--- src/rtl/vga_pkg.sv ---
// vga_pkg
//   Shared definitions for the VGA pattern generator and its timing core:
//   timing total/threshold helpers, pattern mode encodings and the colour
//   bar table (3-bit {R,G,B} masks, index 0 = leftmost bar).
package vga_pkg;

    typedef enum logic [1:0] {
        MODE_SOLID   = 2'd0,
        MODE_BARS    = 2'd1,
        MODE_CHECKER = 2'd2,
        MODE_SCROLL  = 2'd3
    } mode_e;

    // Packed so that BAR_RGB[0] is the first listed-last entry:
    // white, yellow, cyan, green, magenta, red, blue, black (left to right).
    localparam logic [7:0][2:0] BAR_RGB = {
        3'b000,  // 7 black
        3'b001,  // 6 blue
        3'b100,  // 5 red
        3'b101,  // 4 magenta
        3'b010,  // 3 green
        3'b011,  // 2 cyan
        3'b110,  // 1 yellow
        3'b111   // 0 white
    };

    function automatic int calc_total(input int vis, input int fp, input int sync, input int bp);
        return vis + fp + sync + bp;
    endfunction

    // First counter value with sync asserted.
    function automatic int calc_sync_start(input int vis, input int fp);
        return vis + fp;
    endfunction

    // First counter value after sync deasserts.
    function automatic int calc_sync_end(input int vis, input int fp, input int sync);
        return vis + fp + sync;
    endfunction

    function automatic logic [2:0] bar_mask(input logic [2:0] idx);
        return BAR_RGB[idx];
    endfunction

endpackage

--- src/rtl/vga_timing.sv ---
// vga_timing
//   Horizontal/vertical raster counters for an arbitrary VGA mode.
//   Ports:
//     clk_i, rst_ni      pixel clock, asynchronous active-low reset
//     h_cnt_o, v_cnt_o   current raster position
//     visible_o          position lies in the active picture
//     h_sync_act_o       horizontal sync active (polarity-free, 1 = active)
//     v_sync_act_o       vertical sync active (polarity-free, 1 = active)
//     line_end_o         last pixel of a line (h counter about to wrap)
//     frame_end_o        last pixel of a frame
//   All outputs are combinational functions of the counter registers.
module vga_timing
    import vga_pkg::*;
#(
    parameter int H_VIS_AREA_PXL    = 800,
    parameter int H_FRONT_PORCH_PXL = 40,
    parameter int H_SYNC_PULSE_PXL  = 128,
    parameter int H_BACK_PORCH_PXL  = 88,
    parameter int H_NUM_BITS        = 11,
    parameter int V_VIS_AREA_PXL    = 600,
    parameter int V_FRONT_PORCH_PXL = 1,
    parameter int V_SYNC_PULSE_PXL  = 4,
    parameter int V_BACK_PORCH_PXL  = 23,
    parameter int V_NUM_BITS        = 10
) (
    input  logic                  clk_i,
    input  logic                  rst_ni,
    output logic [H_NUM_BITS-1:0] h_cnt_o,
    output logic [V_NUM_BITS-1:0] v_cnt_o,
    output logic                  visible_o,
    output logic                  h_sync_act_o,
    output logic                  v_sync_act_o,
    output logic                  line_end_o,
    output logic                  frame_end_o
);

    localparam int H_TOTAL = calc_total(H_VIS_AREA_PXL, H_FRONT_PORCH_PXL,
                                        H_SYNC_PULSE_PXL, H_BACK_PORCH_PXL);
    localparam int V_TOTAL = calc_total(V_VIS_AREA_PXL, V_FRONT_PORCH_PXL,
                                        V_SYNC_PULSE_PXL, V_BACK_PORCH_PXL);

    localparam logic [H_NUM_BITS-1:0] H_LAST     = H_NUM_BITS'(H_TOTAL - 1);
    localparam logic [H_NUM_BITS-1:0] H_VIS_END  = H_NUM_BITS'(H_VIS_AREA_PXL);
    localparam logic [H_NUM_BITS-1:0] H_SYNC_BEG =
        H_NUM_BITS'(calc_sync_start(H_VIS_AREA_PXL, H_FRONT_PORCH_PXL));
    localparam logic [H_NUM_BITS-1:0] H_SYNC_END =
        H_NUM_BITS'(calc_sync_end(H_VIS_AREA_PXL, H_FRONT_PORCH_PXL, H_SYNC_PULSE_PXL));

    localparam logic [V_NUM_BITS-1:0] V_LAST     = V_NUM_BITS'(V_TOTAL - 1);
    localparam logic [V_NUM_BITS-1:0] V_VIS_END  = V_NUM_BITS'(V_VIS_AREA_PXL);
    localparam logic [V_NUM_BITS-1:0] V_SYNC_BEG =
        V_NUM_BITS'(calc_sync_start(V_VIS_AREA_PXL, V_FRONT_PORCH_PXL));
    localparam logic [V_NUM_BITS-1:0] V_SYNC_END =
        V_NUM_BITS'(calc_sync_end(V_VIS_AREA_PXL, V_FRONT_PORCH_PXL, V_SYNC_PULSE_PXL));

    logic [H_NUM_BITS-1:0] h_cnt_q, h_cnt_d;
    logic [V_NUM_BITS-1:0] v_cnt_q, v_cnt_d;
    logic                  line_end;

    assign line_end = (h_cnt_q == H_LAST);

    always_comb begin
        h_cnt_d = h_cnt_q + H_NUM_BITS'(1);
        v_cnt_d = v_cnt_q;
        if (line_end) begin
            h_cnt_d = '0;
            if (v_cnt_q == V_LAST) begin
                v_cnt_d = '0;
            end else begin
                v_cnt_d = v_cnt_q + V_NUM_BITS'(1);
            end
        end
    end

    always_ff @(posedge clk_i or negedge rst_ni) begin
        if (!rst_ni) begin
            h_cnt_q <= '0;
            v_cnt_q <= '0;
        end else begin
            h_cnt_q <= h_cnt_d;
            v_cnt_q <= v_cnt_d;
        end
    end

    assign h_cnt_o      = h_cnt_q;
    assign v_cnt_o      = v_cnt_q;
    assign visible_o    = (h_cnt_q < H_VIS_END) && (v_cnt_q < V_VIS_END);
    assign h_sync_act_o = (h_cnt_q >= H_SYNC_BEG) && (h_cnt_q < H_SYNC_END);
    assign v_sync_act_o = (v_cnt_q >= V_SYNC_BEG) && (v_cnt_q < V_SYNC_END);
    assign line_end_o   = line_end;
    assign frame_end_o  = line_end && (v_cnt_q == V_LAST);

endmodule

--- src/rtl/vga_pattern_gen.sv ---
// vga_pattern_gen
//   VGA test-pattern generator for any timing mode and sync polarity.
//   Ports:
//     clk          pixel clock
//     aresetn      asynchronous active-low reset
//     mode         pattern: 0 solid, 1 colour bars, 2 checker, 3 scroll
//     color        {R,G,B} used by solid and checker patterns
//     red/green/blue  registered colour channels (0 outside the picture)
//     h_sync/v_sync   registered syncs, active level set by *_SYNC_POL
//     frame_start  one-cycle pulse, aligned with pixel (0,0) on the pins
//   Pipeline: counters -> pattern/side-band register -> output register,
//   so every output lags the raster counters by exactly two cycles.
//   mode/color are sampled only on the last pixel of a frame.
module vga_pattern_gen
    import vga_pkg::*;
#(
    parameter int H_VIS_AREA_PXL    = 800,
    parameter int H_FRONT_PORCH_PXL = 40,
    parameter int H_SYNC_PULSE_PXL  = 128,
    parameter int H_BACK_PORCH_PXL  = 88,
    parameter int H_NUM_BITS        = 11,
    parameter int V_VIS_AREA_PXL    = 600,
    parameter int V_FRONT_PORCH_PXL = 1,
    parameter int V_SYNC_PULSE_PXL  = 4,
    parameter int V_BACK_PORCH_PXL  = 23,
    parameter int V_NUM_BITS        = 10,
    parameter int H_SYNC_POL        = 1,
    parameter int V_SYNC_POL        = 1,
    parameter int CHANNEL_BITS      = 4,
    parameter int CHECKER_LOG2      = 5,
    parameter int FRAME_BITS        = 8
) (
    input  logic                      clk,
    input  logic                      aresetn,
    input  logic [1:0]                mode,
    input  logic [3*CHANNEL_BITS-1:0] color,
    output logic [CHANNEL_BITS-1:0]   red,
    output logic [CHANNEL_BITS-1:0]   green,
    output logic [CHANNEL_BITS-1:0]   blue,
    output logic                      h_sync,
    output logic                      v_sync,
    output logic                      frame_start
);

    localparam int CB      = CHANNEL_BITS;
    localparam int PIX_W   = 3 * CHANNEL_BITS;
    localparam int BAR_W   = H_VIS_AREA_PXL / 8;
    localparam logic [H_NUM_BITS-1:0] BAR_LAST = H_NUM_BITS'(BAR_W - 1);
    localparam logic H_ACT = (H_SYNC_POL != 0);
    localparam logic V_ACT = (V_SYNC_POL != 0);

    // ---------------- stage 0: raster counters ----------------
    logic [H_NUM_BITS-1:0] h_cnt;
    logic [V_NUM_BITS-1:0] v_cnt;
    logic visible, h_sync_act, v_sync_act, line_end, frame_end;

    vga_timing #(
        .H_VIS_AREA_PXL   (H_VIS_AREA_PXL),
        .H_FRONT_PORCH_PXL(H_FRONT_PORCH_PXL),
        .H_SYNC_PULSE_PXL (H_SYNC_PULSE_PXL),
        .H_BACK_PORCH_PXL (H_BACK_PORCH_PXL),
        .H_NUM_BITS       (H_NUM_BITS),
        .V_VIS_AREA_PXL   (V_VIS_AREA_PXL),
        .V_FRONT_PORCH_PXL(V_FRONT_PORCH_PXL),
        .V_SYNC_PULSE_PXL (V_SYNC_PULSE_PXL),
        .V_BACK_PORCH_PXL (V_BACK_PORCH_PXL),
        .V_NUM_BITS       (V_NUM_BITS)
    ) u_timing (
        .clk_i       (clk),
        .rst_ni      (aresetn),
        .h_cnt_o     (h_cnt),
        .v_cnt_o     (v_cnt),
        .visible_o   (visible),
        .h_sync_act_o(h_sync_act),
        .v_sync_act_o(v_sync_act),
        .line_end_o  (line_end),
        .frame_end_o (frame_end)
    );

    // Bar index tracks h_cnt in stage 0, so a divider is not needed.
    // It saturates at the last bar, which absorbs any H_VIS % 8 remainder.
    logic [H_NUM_BITS-1:0] bar_cnt_q, bar_cnt_d;
    logic [2:0]            bar_idx_q, bar_idx_d;

    always_comb begin
        bar_cnt_d = bar_cnt_q + H_NUM_BITS'(1);
        bar_idx_d = bar_idx_q;
        if (line_end) begin
            bar_cnt_d = '0;
            bar_idx_d = '0;
        end else if (bar_cnt_q == BAR_LAST) begin
            bar_cnt_d = '0;
            if (bar_idx_q != 3'd7) begin
                bar_idx_d = bar_idx_q + 3'd1;
            end
        end
    end

    // Per-frame settings; updated only on the last pixel so a frame never tears.
    mode_e                 mode_q, mode_d;
    logic [PIX_W-1:0]      color_q, color_d;
    logic [FRAME_BITS-1:0] frame_cnt_q, frame_cnt_d;

    always_comb begin
        mode_d      = mode_q;
        color_d     = color_q;
        frame_cnt_d = frame_cnt_q;
        if (frame_end) begin
            mode_d      = mode_e'(mode);
            color_d     = color;
            frame_cnt_d = frame_cnt_q + FRAME_BITS'(1);
        end
    end

    always_ff @(posedge clk or negedge aresetn) begin
        if (!aresetn) begin
            bar_cnt_q   <= '0;
            bar_idx_q   <= '0;
            mode_q      <= MODE_SOLID;
            color_q     <= '0;
            frame_cnt_q <= '0;
        end else begin
            bar_cnt_q   <= bar_cnt_d;
            bar_idx_q   <= bar_idx_d;
            mode_q      <= mode_d;
            color_q     <= color_d;
            frame_cnt_q <= frame_cnt_d;
        end
    end

    // ---------------- stage 1: pattern computation ----------------
    logic [2:0]       bar_rgb;
    logic             checker_sel;
    logic [CB-1:0]    scr_r, scr_g, scr_b;
    logic [PIX_W-1:0] pix_d;
    logic             first_pxl;

    assign bar_rgb     = bar_mask(bar_idx_q);
    assign checker_sel = h_cnt[CHECKER_LOG2] ^ v_cnt[CHECKER_LOG2];
    // Full-width sum before the shift, then keep the low channel bits.
    assign scr_r       = CB'((32'(h_cnt) + 32'(frame_cnt_q)) >> 2);
    assign scr_g       = CB'(32'(v_cnt) >> 2);
    assign scr_b       = CB'(32'(frame_cnt_q));
    assign first_pxl   = (h_cnt == '0) && (v_cnt == '0);

    always_comb begin
        pix_d = '0;
        case (mode_q)
            MODE_SOLID:   pix_d = color_q;
            MODE_BARS:    pix_d = {{CB{bar_rgb[2]}}, {CB{bar_rgb[1]}}, {CB{bar_rgb[0]}}};
            MODE_CHECKER: pix_d = checker_sel ? ~color_q : color_q;
            MODE_SCROLL:  pix_d = {scr_r, scr_g, scr_b};
            default:      pix_d = '0;
        endcase
    end

    logic [PIX_W-1:0] pix1_q;
    logic             vis1_q, hs1_q, vs1_q, fs1_q;

    always_ff @(posedge clk or negedge aresetn) begin
        if (!aresetn) begin
            pix1_q <= '0;
            vis1_q <= 1'b0;
            hs1_q  <= 1'b0;
            vs1_q  <= 1'b0;
            fs1_q  <= 1'b0;
        end else begin
            pix1_q <= pix_d;
            vis1_q <= visible;
            hs1_q  <= h_sync_act;
            vs1_q  <= v_sync_act;
            fs1_q  <= first_pxl;
        end
    end

    // ---------------- stage 2: output registers ----------------
    logic [CB-1:0] red_q, green_q, blue_q;
    logic          h_sync_q, v_sync_q, frame_start_q;

    always_ff @(posedge clk or negedge aresetn) begin
        if (!aresetn) begin
            red_q         <= '0;
            green_q       <= '0;
            blue_q        <= '0;
            h_sync_q      <= ~H_ACT;
            v_sync_q      <= ~V_ACT;
            frame_start_q <= 1'b0;
        end else begin
            red_q         <= vis1_q ? pix1_q[PIX_W-1:2*CB] : '0;
            green_q       <= vis1_q ? pix1_q[2*CB-1:CB]    : '0;
            blue_q        <= vis1_q ? pix1_q[CB-1:0]       : '0;
            h_sync_q      <= hs1_q ? H_ACT : ~H_ACT;
            v_sync_q      <= vs1_q ? V_ACT : ~V_ACT;
            frame_start_q <= fs1_q;
        end
    end

    assign red         = red_q;
    assign green       = green_q;
    assign blue        = blue_q;
    assign h_sync      = h_sync_q;
    assign v_sync      = v_sync_q;
    assign frame_start = frame_start_q;

endmodule

--- config.mk ---
export PLATFORM = sky130hd
export DESIGN_NAME = vga_pattern_gen
export DESIGN_NICKNAME = d
export VERILOG_FILES = /design/src/rtl/vga_pkg.sv /design/src/rtl/vga_timing.sv /design/src/rtl/vga_pattern_gen.sv
export SDC_FILE = /design/constraint.sdc
export NUM_CORES = 1
export LEC_CHECK = 0
export BUFFER_PORTS_ARGS = -buffer_cell sky130_fd_sc_hd__buf_2
export CAP_MARGIN = 20
export CORE_MARGIN = 8
export CORE_UTILIZATION = 55
export CTS_CLUSTER_SIZE = 28
export DETAILED_ROUTE_END_ITERATION = 16
export GPL_ROUTABILITY_DRIVEN = 0
export PLACE_DENSITY = 0.74
export SLEW_MARGIN = 20
export SYNTH_ARGS = -nofsm -noshare
export SYNTH_HDL_FRONTEND = slang
export SYNTH_HIERARCHICAL = 1
export SYNTH_SLANG_ARGS = --single-unit
--- constraint.sdc ---
create_clock -name clk -period 3 [get_ports clk]
set_input_delay 0.45 -clock clk [delete_from_list [all_inputs] [get_ports clk]]
set_output_delay 0.45 -clock clk [all_outputs]
set_load 0.05 [all_outputs]
* Word level (Yosys, flattened, before mapping)
Memory sizes are Yosys's and may differ from the RTL's. Cells that the tools add are included.
Cells by class: reductions and logical operators 11, eq/ne operators 7, bitwise operators 2, $lt $le $gt $ge 7, add/subtract/negate cells 6, multiplexer cells 15
Operators by type and width (number):
- $pmux 12 s4 | 1
- $mux 11 | 3
- $add 11x1->11 const B | 2
- $lt 11x10->1 const B | 2
- $lt 10x10->1 const B | 2
- $mux 12 | 1
- $mux 3 | 4
- $mux 4 | 3
- $not 12->12 | 1
- $eq 11x11->1 const B | 1
- $eq 11x7->1 const B | 1
- $ge 11x10->1 const B | 1
- $logic_not 11->1 | 1
- $add 10x1->10 const B | 1
- $eq 10x10->1 const B | 1
- $ge 10x10->1 const B | 1
- $logic_not 10->1 | 1
- $mux 10 | 1
- $add 8x1->8 const B | 1
- $add 6x6->6 | 1
- $logic_and 1x1->1 | 5
- $eq 2x2->1 const B | 2
- $lt 3x4->1 const B | 1
- $reduce_bool 2->1 | 2
- 7 further kinds | 8
Word-level totals: memories 1, logic and storage cells 67, register bits after elaboration 88, bits in read-only memories 24
Memory list:
- (name not given) | words 8, width 3, read ports 1, clocked after Yosys merged registers in 0, write ports 0, line vga_pkg.sv:42 | return BAR_RGB[idx];

* Logic depth before layout (Yosys ltp)
Gate-level depths: netlist of run 1.
depth after elaboration 4, depth in mapped cells 9, mapped depth without buffers 7

* Modules after synthesis
The synthesis of run 1 kept the hierarchy.
By module, submodules not included:
- vga_pattern_gen | seq. area each 1626.6 sq um, cells each 258, area each 2907.8 sq um, times used 1
- vga_timing | seq. area each 525.5 sq um, cells each 118, area each 1152.4 sq um, times used 1

* Least setup slack after synthesis of run 1
No wires, ideal clock.
kind register to register, from register u_timing.h_cnt_q[5] (netlist: u_timing/h_cnt_o[5]), to register color_q[1], slack 0.586 ns, stages on the path, launching flop included 7, clock period less this slack 2.414 ns, required time 2.875 ns, data arrival time 2.289 ns, buffers on the path 2, path through dfrtp_1 or3_4 or3_1 buf_6 nor2_1 buf_1 mux2_2
Between the ends: longest elaborated chain between the ends 2
RTL lines:
- from (decl) | line vga_timing.sv:56 | logic [H_NUM_BITS-1:0] h_cnt_q, h_cnt_d;
- from (signal assigned) | line vga_timing.sv:80 | h_cnt_q <= h_cnt_d;
- $eq 11x11->1 | line vga_timing.sv:60 | assign line_end = (h_cnt_q == H_LAST);
- $logic_and 1x1->1 | line vga_timing.sv:91 | assign frame_end_o = line_end && (v_cnt_q == V_LAST);
- net frame_end | line vga_pattern_gen.sv:55 | logic visible, h_sync_act, v_sync_act, line_end, frame_end;
- to (signal assigned) | line vga_pattern_gen.sv:126 | color_q <= color_d;
- to (decl) | line vga_pattern_gen.sv:101 | logic [PIX_W-1:0] color_q, color_d;
The timed path passes the listed nets, and every way through them passes these cells. A chain may end at the register's enable or synchronous reset.

* Worst setup path after layout of run 1
from register u_timing.h_cnt_q[0] (netlist: u_timing/h_cnt_o[0]), to register frame_cnt_q[5]
Between the ends: longest elaborated chain between the ends 2
RTL lines:
- $eq 11x11->1 | line vga_timing.sv:60
- $logic_and 1x1->1 | line vga_timing.sv:91
- net frame_end | line vga_pattern_gen.sv:55
- to (signal assigned) | line vga_pattern_gen.sv:127 | frame_cnt_q <= frame_cnt_d;
- to (decl) | line vga_pattern_gen.sv:102 | logic [FRAME_BITS-1:0] frame_cnt_q, frame_cnt_d;
The timed path passes the listed nets, and every way through them passes these cells.

==> results.cfg, run 1 <==
[layout]
layout-drive-gt1-share_pct = 17.92
n_fill_cell = 614
mostFrequentLayoutCells = 86 x dfrtp_1, 34 x nor2_1, 29 x buf_2
diodes = 0
final_common_cell = dfrtp_1
final_nets = 437
areaGrowthSynthToFinish_pct = 10.75

[clock_tree]
clock_sinks = 86
htreeDepth = 3
cts_setup_buffers = 0
ctsResizeCount = 0
cts.path.max_buffers = 2
clkSlewWorstSetupHoldPaths_ps = 90
cts_tree = yes
cts_hold_buffers = 0
clk-insertion-delay-late_ps = 350
ctsRootBufferMaster = clkbuf_8
cts_inserted_buffers = 9

[synth]
ys_seq_area_share_pct = 53.00
syn_inst = 376
syn_nets = 405
synth_edf_count = 0
synth_warnings = 6
async_reset_ff_share_pct = 100.0
synth_cell_types = 48
netlist_area_um2 = 4060
synth_top_flop_cell = dfrtp_1
syn_area_per_cell_um2 = 10.80
synth-seq-cells = 86

[die]
row_count = 31
dieArea_um2 = 10390
coreArea_um2 = 7214
die_y_um = 101.9
fp.dieW_um = 101.9
boundaryPins = 31
initial_utilization_pct = 56.28

[worst_setup_path]
critPathKind = flop to flop
cp_slowest_stage_delay_ps = 550
startpoint_type = flop
slowest_stage = or3_1
cp_max_fo = 22
worstPathCellList = ha_1, nand4_1, or3_1, nor2_1, buf_4, nand4_1, nor2_1, xor2_1
arrival_ps = 2750
endpoint_kind = flop
cp.required_ps = 3270

[placed_design]
port_buffers = 30
hpwl_mm = 5.252
pre_cts_slack_ps = 553.6

[route]
vias = 2809
drcViolationCount = 0
avgViaCountPerCell = 5.486
drt_pass1_iterations = 5
post_drt_wl_per_cell_um = 14.59
wl_mm = 7.470
drtIter0Drc = 180
ant_nets = 0

[pwr]
vdd_drop_max_v = 0.0002681
power.total_mw = 1.954
pwr_density_cell_nw_per_um2 = 434.5
p_leak_nw = 1.984

[global_route]
grtUsageMet3_pct = 3.338
grt_usage_pct = 15.82
grt_pass1_wl_mm = 12.92
grt_max_degree = 87
antenna_found_initial = 0
use_met2_pct = 24.80
overflow = 0
met1_usage_pct = 20.64
busiest_layer = met2
grt_pass1_vias = 2726

[status]
run_status = completed

[sta]
worst_pin_slew_ps = 763.3
fmax_mhz = 402.9
rsz0062_at_grt = no
fin_ws_ps = 517.7
maxSlewHeadroom_pct = 48.81
fin_setup_tns_ps = 0
hold_viol_final = 0
final.period_utilization_pct = 82.74
drv_slew = 0
skew_ps = 10.66
final-setup-viol-count = 0
period_minus_slack_ps = 2482

[job]
maxCapViolCount = 0

[min_path]
worstHoldPathType = input pin to async pin
## power breakdown
part / total [mW] / internal (mW) / leakage [nW] / switching [mW]
combinational: 0.0306 / 0.00769 / 0.858 / 0.0229
clock: 0.765 / 0.335 / 0.0939 / 0.430
sequential: 1.16 / 1.16 / 1.03 / 0
total: 1.95 / 1.50 / 1.98 / 0.453
## synthesized netlist by cell type, drive strengths merged, types with 2 or more instances
library cell / instances / area [um^2]
or3b: 2 / 17.52
o21ai: 19 / 95.09
nor2b: 4 / 25.02
a211oi: 3 / 22.52
a21o: 3 / 25.03
nor2: 34 / 127.6
buf: 6 / 37.53
dfrtp: 86 / 2152
or2: 2 / 12.51
nand4: 9 / 56.30
and2: 15 / 93.84
a21oi: 17 / 85.08
a31oi: 4 / 31.28
nand2b: 5 / 31.28
or4: 3 / 26.27
o31ai: 3 / 22.52
or3: 5 / 36.28
nor3: 7 / 35.03
nand3: 14 / 70.07
nand2: 19 / 71.32
nand4b: 2 / 23.77
mux2i: 6 / 60.06
and3: 2 / 13.77
xor2: 17 / 148.9
clkbuf: 6 / 22.52
nor4: 8 / 65.06
inv: 18 / 67.56
ha: 13 / 162.7
xnor2: 23 / 201.4
mux2: 13 / 146.4
## metal layers
| layer | routed length [um] | vias up |
|---|---|---|
| met5 | 0 | - |
| met4 | 94 | 0 |
| met3 | 350 | 8 |
| met2 | 3620 | 63 |
| met1 | 3404 | 1376 |
| li1 | - | 1362 |
## layout make-up
| class | instances | area [um^2] | area share [%] |
|---|---|---|---|
| Tap cell | 99 | 123.9 | 2.755 |
| Timing Repair Buffer | 33 | 178.9 | 3.979 |
| Sequential cell | 86 | 2152 | 47.86 |
| Clock buffer | 10 | 137.6 | 3.061 |
| Inverter | 18 | 67.56 | 1.503 |
| Clock inverter | 6 | 51.30 | 1.141 |
| Multi-Input combinational cell | 260 | 1785 | 39.71 |
## per-stage QoR
step	hold WS, ps	instances	instance area (um^2)	utilization [%]
5_1_grt	186.0	512	4497	62.33
6_report	131.1	512	4497	62.33
4_1_cts	305.7	512	4493	62.28
2_1_floorplan	154.4	376	4060	-
3_5_place_dp	335.5	496	4304	59.66
3_3_place_gp	334.7	496	4299	59.59
## cells by family (layout without fill, tap and decap cells)
family / after synthesis / count (layout) / synth area share (%)
DFF: 86 / 86 / 53.00
xor gates and xnor gates: 40 / 40 / 8.629
and+or+nand+nor: 135 / 135 / 18.30
muxes: 19 / 19 / 5.085
buffers and inverters: 30 / 67 / 3.143
adders and majority gates: 13 / 13 / 4.006
AOI/OAI and AO/OA: 53 / 53 / 7.828
## worst max-delay path: cells and delay by family, from the launching register on
family        cells  cell delay (ps)
simple gates      5             1230
fa+ha+maj         1              260
flops             1              470
xor+xnor          1              150
buf+inv           1              290
## worst paths after layout
path,endpoint,startpoint,cells past startpoint,slack [ps]
max,frame_cnt_q[5],u_timing/h_cnt_o[0],8,520
min,bar_cnt_q[5],aresetn,1,130
max reg2reg,frame_cnt_q[5],u_timing/h_cnt_o[0],8,520
min reg2reg,h_sync,hs1_q,0,350
max in group asynchronous,u_timing/h_cnt_o[0],aresetn,1,2370
min in group clk,mode_q[0],mode[0],3,320
## sequential cells by signal (all words and copies together), names as in the netlist, 6 cells and up
signal / flops
u_timing/h_cnt_o: 11
pix1_q: 12
bar_cnt_q: 11
u_timing/v_cnt_o: 10
frame_cnt_q: 6
color_q: 12
No activity file was read; power rests on OpenSTA's default activity.
==> inputs of run 2 (changes only) <==
- ABC_AREA: default -> 1
- clock period: 3 -> 2.4 ns (I/O delays scaled with it)
==> results.cfg, run 2 <==
[synth]
async_reset_ff_share_pct = 100.0
yosysTopAreaCell = dfrtp_1
synth_top_flop_cell = dfrtp_1
synth_warnings = 6
synth-seq-cells = 86
syn_nets = 576
syn_area_per_cell_um2 = 8.123
synthTopCellsByArea = dfrtp_1 48%, nand2_1 13%, inv_1 6.7%, nand3_1 4.8%, nor2_1 4.0%
synthDominantCellAreaShare_pct = 48.44
netlist_area_um2 = 4443
synth_most_common_cell = nand2_1
ys_seq_area_share_pct = 48.44
synth_edf_count = 0
syn_inst = 547
synth_commonest_cells = 154 x nand2_1, 86 x dfrtp_1, 79 x inv_1
synth_cell_types = 34

[clock_tree]
cts.path.max_buffers = 2
clk-insertion-delay-late_ps = 360
clock_sinks = 86
cts_setup_buffers = 0
cts_tree = yes
cts_inserted_buffers = 9
clkSlewWorstSetupHoldPaths_ps = 90
htreeDepth = 3
ctsRootBufferMaster = clkbuf_8

[worst_setup_path]
startpoint_type = flop
arrival_ps = 2270
endpoint_kind = flop
rrSetupSlack_ps = 380
cp_max_fo = 6
critPathKind = flop to flop
rr_endpoint = frame_cnt_q[5]
r2r_cells = 9
reg2reg_from = u_timing/h_cnt_o[0]
cp.required_ps = 2650

[sta]
final.period_utilization_pct = 84.05
period_minus_slack_ps = 2017
rsz0062_at_grt = no
hold_viol_final = 0
fin_ws_ps = 382.8
final-setup-viol-count = 0
worst_pin_slew_ps = 959.7
drv_slew = 0
fin_setup_tns_ps = 0
skew_ps = 9.690
fmax_mhz = 495.7
maxSlewHeadroom_pct = 35.56

[die]
dieArea_um2 = 11210
initial_utilization_pct = 57.20
boundaryPins = 31
die_y_um = 105.9
fp.dieW_um = 105.9
row_count = 32
coreArea_um2 = 7767

[global_route]
overflow = 0
grt_pass1_vias = 3500
grt_pass1_wl_mm = 16.01
grt_usage_pct = 17.41
grt_max_degree = 45
antenna_found_initial = 0

[pwr]
pwr_density_cell_nw_per_um2 = 530.0
vdd_drop_max_v = 0.0002734
p_leak_nw = 2.651

[layout]
layout-drive-gt1-share_pct = 12.22
mostFrequentLayoutCells = 154 x nand2_1, 86 x dfrtp_1, 79 x inv_1
final_nets = 613
diodes = 0
areaGrowthSynthToFinish_pct = 11.35
post_layout_nonfiller_instances = 691
top_regs = color_q (12), pix1_q (12)
final_core_util_pct = 63.69
final_common_cell = nand2_1

[route]
ant_nets = 0
post_drt_wl_per_cell_um = 13.27
vias = 3540
wl_mm = 9.169
drtIter0Drc = 209
drcViolationCount = 0
avgViaCountPerCell = 5.123
drt_pass1_iterations = 4

[min_path]
hp-start = color[3]
holdPathStages = 3
hold_path_end = color_q[3]
worstHoldPathType = input pin to flop

[placed_design]
pre_cts_slack_ps = 383.2
port_buffers = 30
hpwl_mm = 6.788
placedCellCount = 674

[job]
maxCapViolCount = 0

[status]
run_status = completed
## run 2: cell count changes in the layout (fill, tap and decap cells not counted), moves of 5 or more
cell      delta
nand2_1    +135
inv_1       +61
nand3_1     +29
xnor2_1     -18
and2_1      -15
mux2_2      -12
nor2_1      +12
a21oi_1      -9
o21ai_0      +8
nand4_1      +7
mux2i_1      -6
a31oi_1      +5
nand2b_1     -5
## run 2: cell families after synthesis
family,Yosys count,synth area share [%]
compound gates,46,5.801
xor+xnor,18,3.548
simple gates,290,29.85
mux,1,0.2534
fa+ha+maj,13,3.661
flops,86,48.44
buf+inv,93,8.448
## run 2: critical path, cell delays in order (launching register included)
cell and delay [ps]:
dfrtp_1 450, ha_1 270, nand3_4 150, nor3_4 220, inv_1 80, nor2_2 210
nand2_1 100, nor2_1 180, nand3_1 120, xnor2_1 130
## run 2: layout make-up
| class | instances | area (um^2) |
|---|---|---|
| inverter | 82 | 307.8 |
| clock inverter | 7 | 97.59 |
| sequential | 86 | 2152 |
| multi-input combinational | 368 | 1918 |
| tap | 102 | 127.6 |
| clock buffer | 9 | 123.9 |
| fill | 630 | 2820 |
| timing repair buffer | 37 | 220.2 |
## run 2: timing repair
item,4_1_cts,5_1_grt
setup endpoints to repair,0,0
hold buffers,1,0
resized for setup,0,0
hold endpoints to repair,18,0
## run 2: per-stage QoR
stage,area (um^2),power [mW],hold WS (ps)
after global placement,4716,1.523,260.3
after global routing,4947,2.713,191.1
after CTS,4947,2.642,194.1
after detailed placement,4716,1.524,262.9
final,4947,2.622,202.9
after floorplan,4443,1.477,64.41
## run 2: layer usage
layer  track usage [%]  wire (um)  up-vias  share of wire (%)
met1             21.71       4256     1633                 46
met5                 0          0        -                  0
met3             5.298        509       12                5.6
li1                  -          -     1809                  -
met4             5.729        130        0                1.4
met2             28.15       4272       86                 47
## run 2: power by group
part / switching (mW) / internal [mW] / total (mW)
combinational: 0.0312 / 0.0144 / 0.0456
clock: 0.540 / 0.589 / 1.13
sequential: 0 / 1.45 / 1.45
## run 2: worst max path at each step
stage / from / endpoint / slack (ps) / cells past startpoint
finish: u_timing/h_cnt_o[0] / frame_cnt_q[5] / 380 / 9
global route: u_timing/h_cnt_o[0] / frame_cnt_q[5] / 200 / 9
CTS: u_timing/h_cnt_o[0] / frame_cnt_q[5] / 360 / 9
detailed placement: u_timing/h_cnt_o[0] / frame_cnt_q[5] / 380 / 9
global placement: u_timing/h_cnt_o[0] / frame_cnt_q[5] / 560 / 9
floorplan: u_timing/h_cnt_o[0] / frame_cnt_q[4] / 330 / 9
